## config.mk

```make
export PLATFORM = sky130hd
export DESIGN_NAME = instr_fetch_unit
export DESIGN_NICKNAME = d
export VERILOG_FILES = /design/src/rtl/instr_fetch_unit.sv
export SDC_FILE = /design/constraint.sdc
export NUM_CORES = 1
export LEC_CHECK = 0
export CAP_MARGIN = 20
export CORE_MARGIN = 4
export CORE_UTILIZATION = 44
export CTS_CLUSTER_DIAMETER = 50
export DETAILED_ROUTE_END_ITERATION = 8
export GPL_TIMING_DRIVEN = 0
export PLACE_DENSITY = 0.83
export SYNTH_ARGS = -nofsm -noshare
export SYNTH_HDL_FRONTEND = slang
export SYNTH_SLANG_ARGS = --single-unit
```

## constraint.sdc

```tcl
create_clock -name CLK -period 2.8 [get_ports CLK]
set_input_delay 0.56 -clock CLK [delete_from_list [all_inputs] [get_ports CLK]]
set_output_delay 0.56 -clock CLK [all_outputs]
set_load 0.05 [all_outputs]
```

## src/rtl/instr_fetch_unit.sv

```systemverilog
// ---------------------------------------------------------------------------------------------
// instr_fetch_unit
//
// Initiator side of the instruction-memory path. Reads a 16-bit instruction as two consecutive
// bytes starting at PC (low byte first), assembles it, and presents it to the decode stage
// under a valid/ready handshake. Owns the program counter, which advances by one for every
// byte fetched and can be loaded for jumps.
//
// Ports
//   CLK      in   1          clock, all state updates on the rising edge
//   RST_N    in   1          asynchronous active-low reset
//   Start    in   1          fetch request (level), sampled in IDLE and HOLD
//   PCLoad   in   1          load PC from PCIn; aborts any fetch in progress
//   PCIn     in   ADDR_W     jump target for PCLoad
//   MemAddr  out  ADDR_W     memory read address (always the current PC)
//   MemRd    out  1          memory read request, high while reading either byte
//   MemAck   in   1          MemData is valid this cycle
//   MemData  in   DATA_W     memory read data
//   IRout    out  2*DATA_W   assembled instruction {byte@PC+1, byte@PC}
//   IRValid  out  1          IRout holds a complete instruction
//   IRReady  in   1          decoder takes IRout this cycle
//   PCOut    out  ADDR_W     current PC
//   Busy     out  1          fetch in progress (reading either byte)
// ---------------------------------------------------------------------------------------------
module instr_fetch_unit #(
    parameter int unsigned       ADDR_W   = 8,
    parameter int unsigned       DATA_W   = 8,
    parameter logic [ADDR_W-1:0] RESET_PC = '0
) (
    input  logic                CLK,
    input  logic                RST_N,
    input  logic                Start,
    input  logic                PCLoad,
    input  logic [ADDR_W-1:0]   PCIn,
    output logic [ADDR_W-1:0]   MemAddr,
    output logic                MemRd,
    input  logic                MemAck,
    input  logic [DATA_W-1:0]   MemData,
    output logic [2*DATA_W-1:0] IRout,
    output logic                IRValid,
    input  logic                IRReady,
    output logic [ADDR_W-1:0]   PCOut,
    output logic                Busy
);

    localparam logic [1:0] IDLE  = 2'd0;
    localparam logic [1:0] RD_LO = 2'd1;
    localparam logic [1:0] RD_HI = 2'd2;
    localparam logic [1:0] HOLD  = 2'd3;

    logic [1:0]          state_q, state_d;
    logic [ADDR_W-1:0]   pc_q, pc_d;
    logic [2*DATA_W-1:0] ir_q, ir_d;
    logic [ADDR_W-1:0]   pc_inc;

    // Modulo 2^ADDR_W: a fetch starting at the top address wraps to zero for its high byte.
    assign pc_inc = pc_q + ADDR_W'(1);

    // -----------------------------------------------------------------------------------------
    // Next-state logic
    // -----------------------------------------------------------------------------------------
    always_comb begin
        state_d = state_q;
        pc_d    = pc_q;
        ir_d    = ir_q;

        if (PCLoad) begin
            // A jump wins over everything: any byte arriving this cycle is dropped without
            // advancing PC, Start is not looked at, and a held instruction is treated as
            // consumed. The fetch FSM restarts from IDLE at the new PC.
            pc_d    = PCIn;
            state_d = IDLE;
        end else begin
            unique case (state_q)
                IDLE: begin
                    if (Start) begin
                        state_d = RD_LO;
                    end
                end

                RD_LO: begin
                    if (MemAck) begin
                        ir_d[DATA_W-1:0] = MemData;
                        pc_d             = pc_inc;
                        state_d          = RD_HI;
                    end
                end

                RD_HI: begin
                    if (MemAck) begin
                        ir_d[2*DATA_W-1:DATA_W] = MemData;
                        pc_d                    = pc_inc;
                        state_d                 = HOLD;
                    end
                end

                HOLD: begin
                    // IRout stays frozen until the decoder takes it; with Start still high
                    // the next fetch begins immediately (back-to-back).
                    if (IRReady) begin
                        state_d = Start ? RD_LO : IDLE;
                    end
                end

                default: begin
                    state_d = IDLE;
                end
            endcase
        end
    end

    // -----------------------------------------------------------------------------------------
    // State registers
    // -----------------------------------------------------------------------------------------
    always_ff @(posedge CLK or negedge RST_N) begin
        if (!RST_N) begin
            state_q <= IDLE;
            pc_q    <= RESET_PC;
            ir_q    <= '0;
        end else begin
            state_q <= state_d;
            pc_q    <= pc_d;
            ir_q    <= ir_d;
        end
    end

    // -----------------------------------------------------------------------------------------
    // Outputs: all decoded straight from registered state so that an asynchronous reset is
    // visible on every output without waiting for a clock edge.
    // -----------------------------------------------------------------------------------------
    always_comb begin
        MemAddr = pc_q;
        PCOut   = pc_q;
        IRout   = ir_q;
        MemRd   = (state_q == RD_LO) || (state_q == RD_HI);
        Busy    = MemRd;
        IRValid = (state_q == HOLD);
    end

endmodule

```

==> results.yml <==
run_status:
  outcome: "finished clean"
setup_path:
  cp-start-kind: "flop"
  critPathArrivalTime_ns: 2.10
  r2r_slack_ns: 0.92
  worst-setup-path-type: "reg2out"
  worstReg2RegEnd: "MemAddr[7]"
  endpoint_kind: "primary output"
  slowest_delay_ns: 0.85
  reg2reg_from: "state_q[1]"
  crit_chain: "inv_1, ha_1, clkdlybuf4s50_1"
  slowest_stage: "clkdlybuf4s50_1"
  crit_required_ns: 2.24
  critPathMaxFanout: 6
  cp.depth: 3
  reg2regPathDepth: 5
  cp_top_family: "buffers and inverters"
  path_buf_inv: 2
global_route:
  grt_overflow: 0
  antenna_found_initial: 0
  grt_use_total_pct: 16.2
  grt_pass1_vias: 1101
  grt_max_degree: 17
  grt_pass1_wl_mm: 5.19
floorplanning:
  initial_core_util_pct: 46.6
  io_pins: 57
  fp.dieArea_sq_um: 3880
  core_sq_um: 2780
  die_width_um: 62.3
  die_h_um: 62.3
  num_rows: 19
clock_tree:
  cts_buffers: 3
  clk_latency_ns: 0.32
  h-tree-depth: 1
  cts_tree: "built"
  cts.path.max_buffers: 2
  cts_root_buffer: "clkbuf_4"
  holdBufCountCts: 0
  clock_sinks: 26
  cts.clk_slew.worst_paths_ns: 0.14
  cts-resized-gates: 0
  cts_setup_buffers: 0
yosys:
  synth_cell_type_count: 27
  ys_ff_latch: 26
  ys_top_cells_by_area: "dfrtp_1 50%, mux2_2 14%, buf_4 5.2%"
  synth_warnings: 0
  async_reset_ff_share_pct: 100
  synth_top_area_share_pct: 50.2
  avgSynthCellArea_sq_um: 11.6
  synth_enable_flop_cells: 0
  synth.top_cells.by_count: "26 x dfrtp_1, 16 x mux2_2, 9 x buf_4, 9 x nand2_1, 6 x nand3_1"
  ys.flop_type: "dfrtp_1"
  yosysMostFrequentCell: "dfrtp_1"
  netlist_area_sq_um: 1300
  synth_cells: 112
  yosysTopAreaCell: "dfrtp_1"
  ys_seq_area_share_pct: 50.2
  synth_nets: 139
routing:
  route.detailed.drc: 0
  wl_mm: 2.97
  firstDrtPassIters: 4
  drtAntennaViolNets: 0
  vias_per_cell: 5.22
  drt_first_iter_violations: 26
  vias: 1059
  avgRoutedWirePerCell_um: 14.6
final_layout:
  register_area_sq_um: 651
  diodes: 0
  nets: 200
  fill_cells: 219
  layout-drive-gt1-share_pct: 19.8
  design_area_sq_um: 1970
  area_growth_pct: 51.8
  multiInputGateArea_sq_um: 552
  layout.cells.non_filler: 203
sta:
  finalSetupViolCount: 0
  worst_pin_slew_ns: 0.583
  skew_ns: 0.00250
  min_period_over_period_pct: 94.8
  grt_setup_unrepaired: "false"
  fmax_mhz: 377
  report.final.slew_viol_count: 0
  finalCriticalPeriod_ns: 2.66
  fin_setup_tns_ns: 0
  final_hold_viol_count: 0
  maxSlewHeadroom_pct: 61.0
min_path:
  hp-class: "reg2reg"
  min_path_cells: 1
  min-delay-start: "IRout[9]"
  min_to: "IRout[9]"
power:
  leakage_nw: 0.866
  vdd_drop_max_v: 0.00103
  powerDensity_nw_per_um2: 1110
  power_w: 0.00218
place:
  dpl_cell_area_sq_um: 1910
  hpwl_mm: 2.37
  port_buffers: 55
  gp_congestion: 0.805
  dp.cells: 199
job:
  maxCapViolations: 0
[layer usage]
layer	global-route usage [%]	vias to the layer above	share of wire [%]
li1	-	514	-
met1	20.2	514	43
met2	27.3	27	51
met3	3.06	4	4.4
met4	6.37	0	1.5
met5	0	-	0
[cells in the final DEF, fill, tap and decap left out, drive strengths merged, types with 5 or more instances in the layout]
master         synthesis  final
nand2                 11     11
inv                    5      5
clkbuf                 2      5
ha                     5      5
clkdlybuf4s50          0     54
or4                    5      5
nand3                  6      6
mux2                  16     16
dfrtp                 26     26
buf                    9     10
[worst reg2reg max path: stages, from the launching register on]
cell	delay [ns]
dfrtp_1	0.45
inv_1	0.08
ha_1	0.39
nand4_1	0.25
or4_1	0.46
a31oi_1	0.18
[per-stage QoR]
| step | setup WS, ns | hold slack (ns) | utilization [%] |
|---|---|---|---|
| floorplan | 0.820 | 0.264 | - |
| global placement | 0.454 | 0.487 | 67.8 |
| detailed placement | 0.401 | 0.493 | 68.8 |
| CTS | 0.0238 | 0.526 | 70.7 |
| global route | 0.0460 | 0.534 | 70.8 |
| finish | 0.145 | 0.520 | 70.8 |
[layout make-up]
cell class	instances	area share, %
multi-input cells	70	28.0
plain buffers	11	3.81
repair buffers	56	29.5
clock inverters	1	1.53
flip-flops and latches	26	33.1
well taps	31	1.97
clock buffers	3	1.14
inverters	5	0.954
[power breakdown]
| group | total (W) | internal (W) | switching (W) |
|---|---|---|---|
| registers | 0.000603 | 0.000510 | 0.0000926 |
| clock network | 0.000258 | 0.000145 | 0.000113 |
| logic | 0.00132 | 0.000495 | 0.000826 |
[logic make-up after synthesis]
family                     after synthesis  synth area share (%)
adders and majority gates                5                  4.83
muxes                                   17                  14.7
xor gates and xnor gates                 2                  1.35
DFF                                     26                  50.2
buffers and inverters                   16                  7.24
and+or+nand+nor                         31                  13.7
AOI/OAI and AO/OA                       15                  8.01
[sequential cells by signal, summed over array words and instances (netlist names)]
signal,flops
IRout,16
MemAddr,8
state_q,2
[worst max-delay path by stage]
| stage | start | endpoint | slack, ns |
|---|---|---|---|
| after floorplan | state_q[0] | MemAddr[7] | 0.82 |
| after global placement | state_q[0] | MemRd | 0.45 |
| after detailed placement | state_q[1] | MemRd | 0.40 |
| after CTS | state_q[0] | MemRd | 0.02 |
| after global routing | state_q[1] | Busy | 0.05 |
| final | state_q[1] | Busy | 0.14 |
Power figures use the tool's default switching activity.
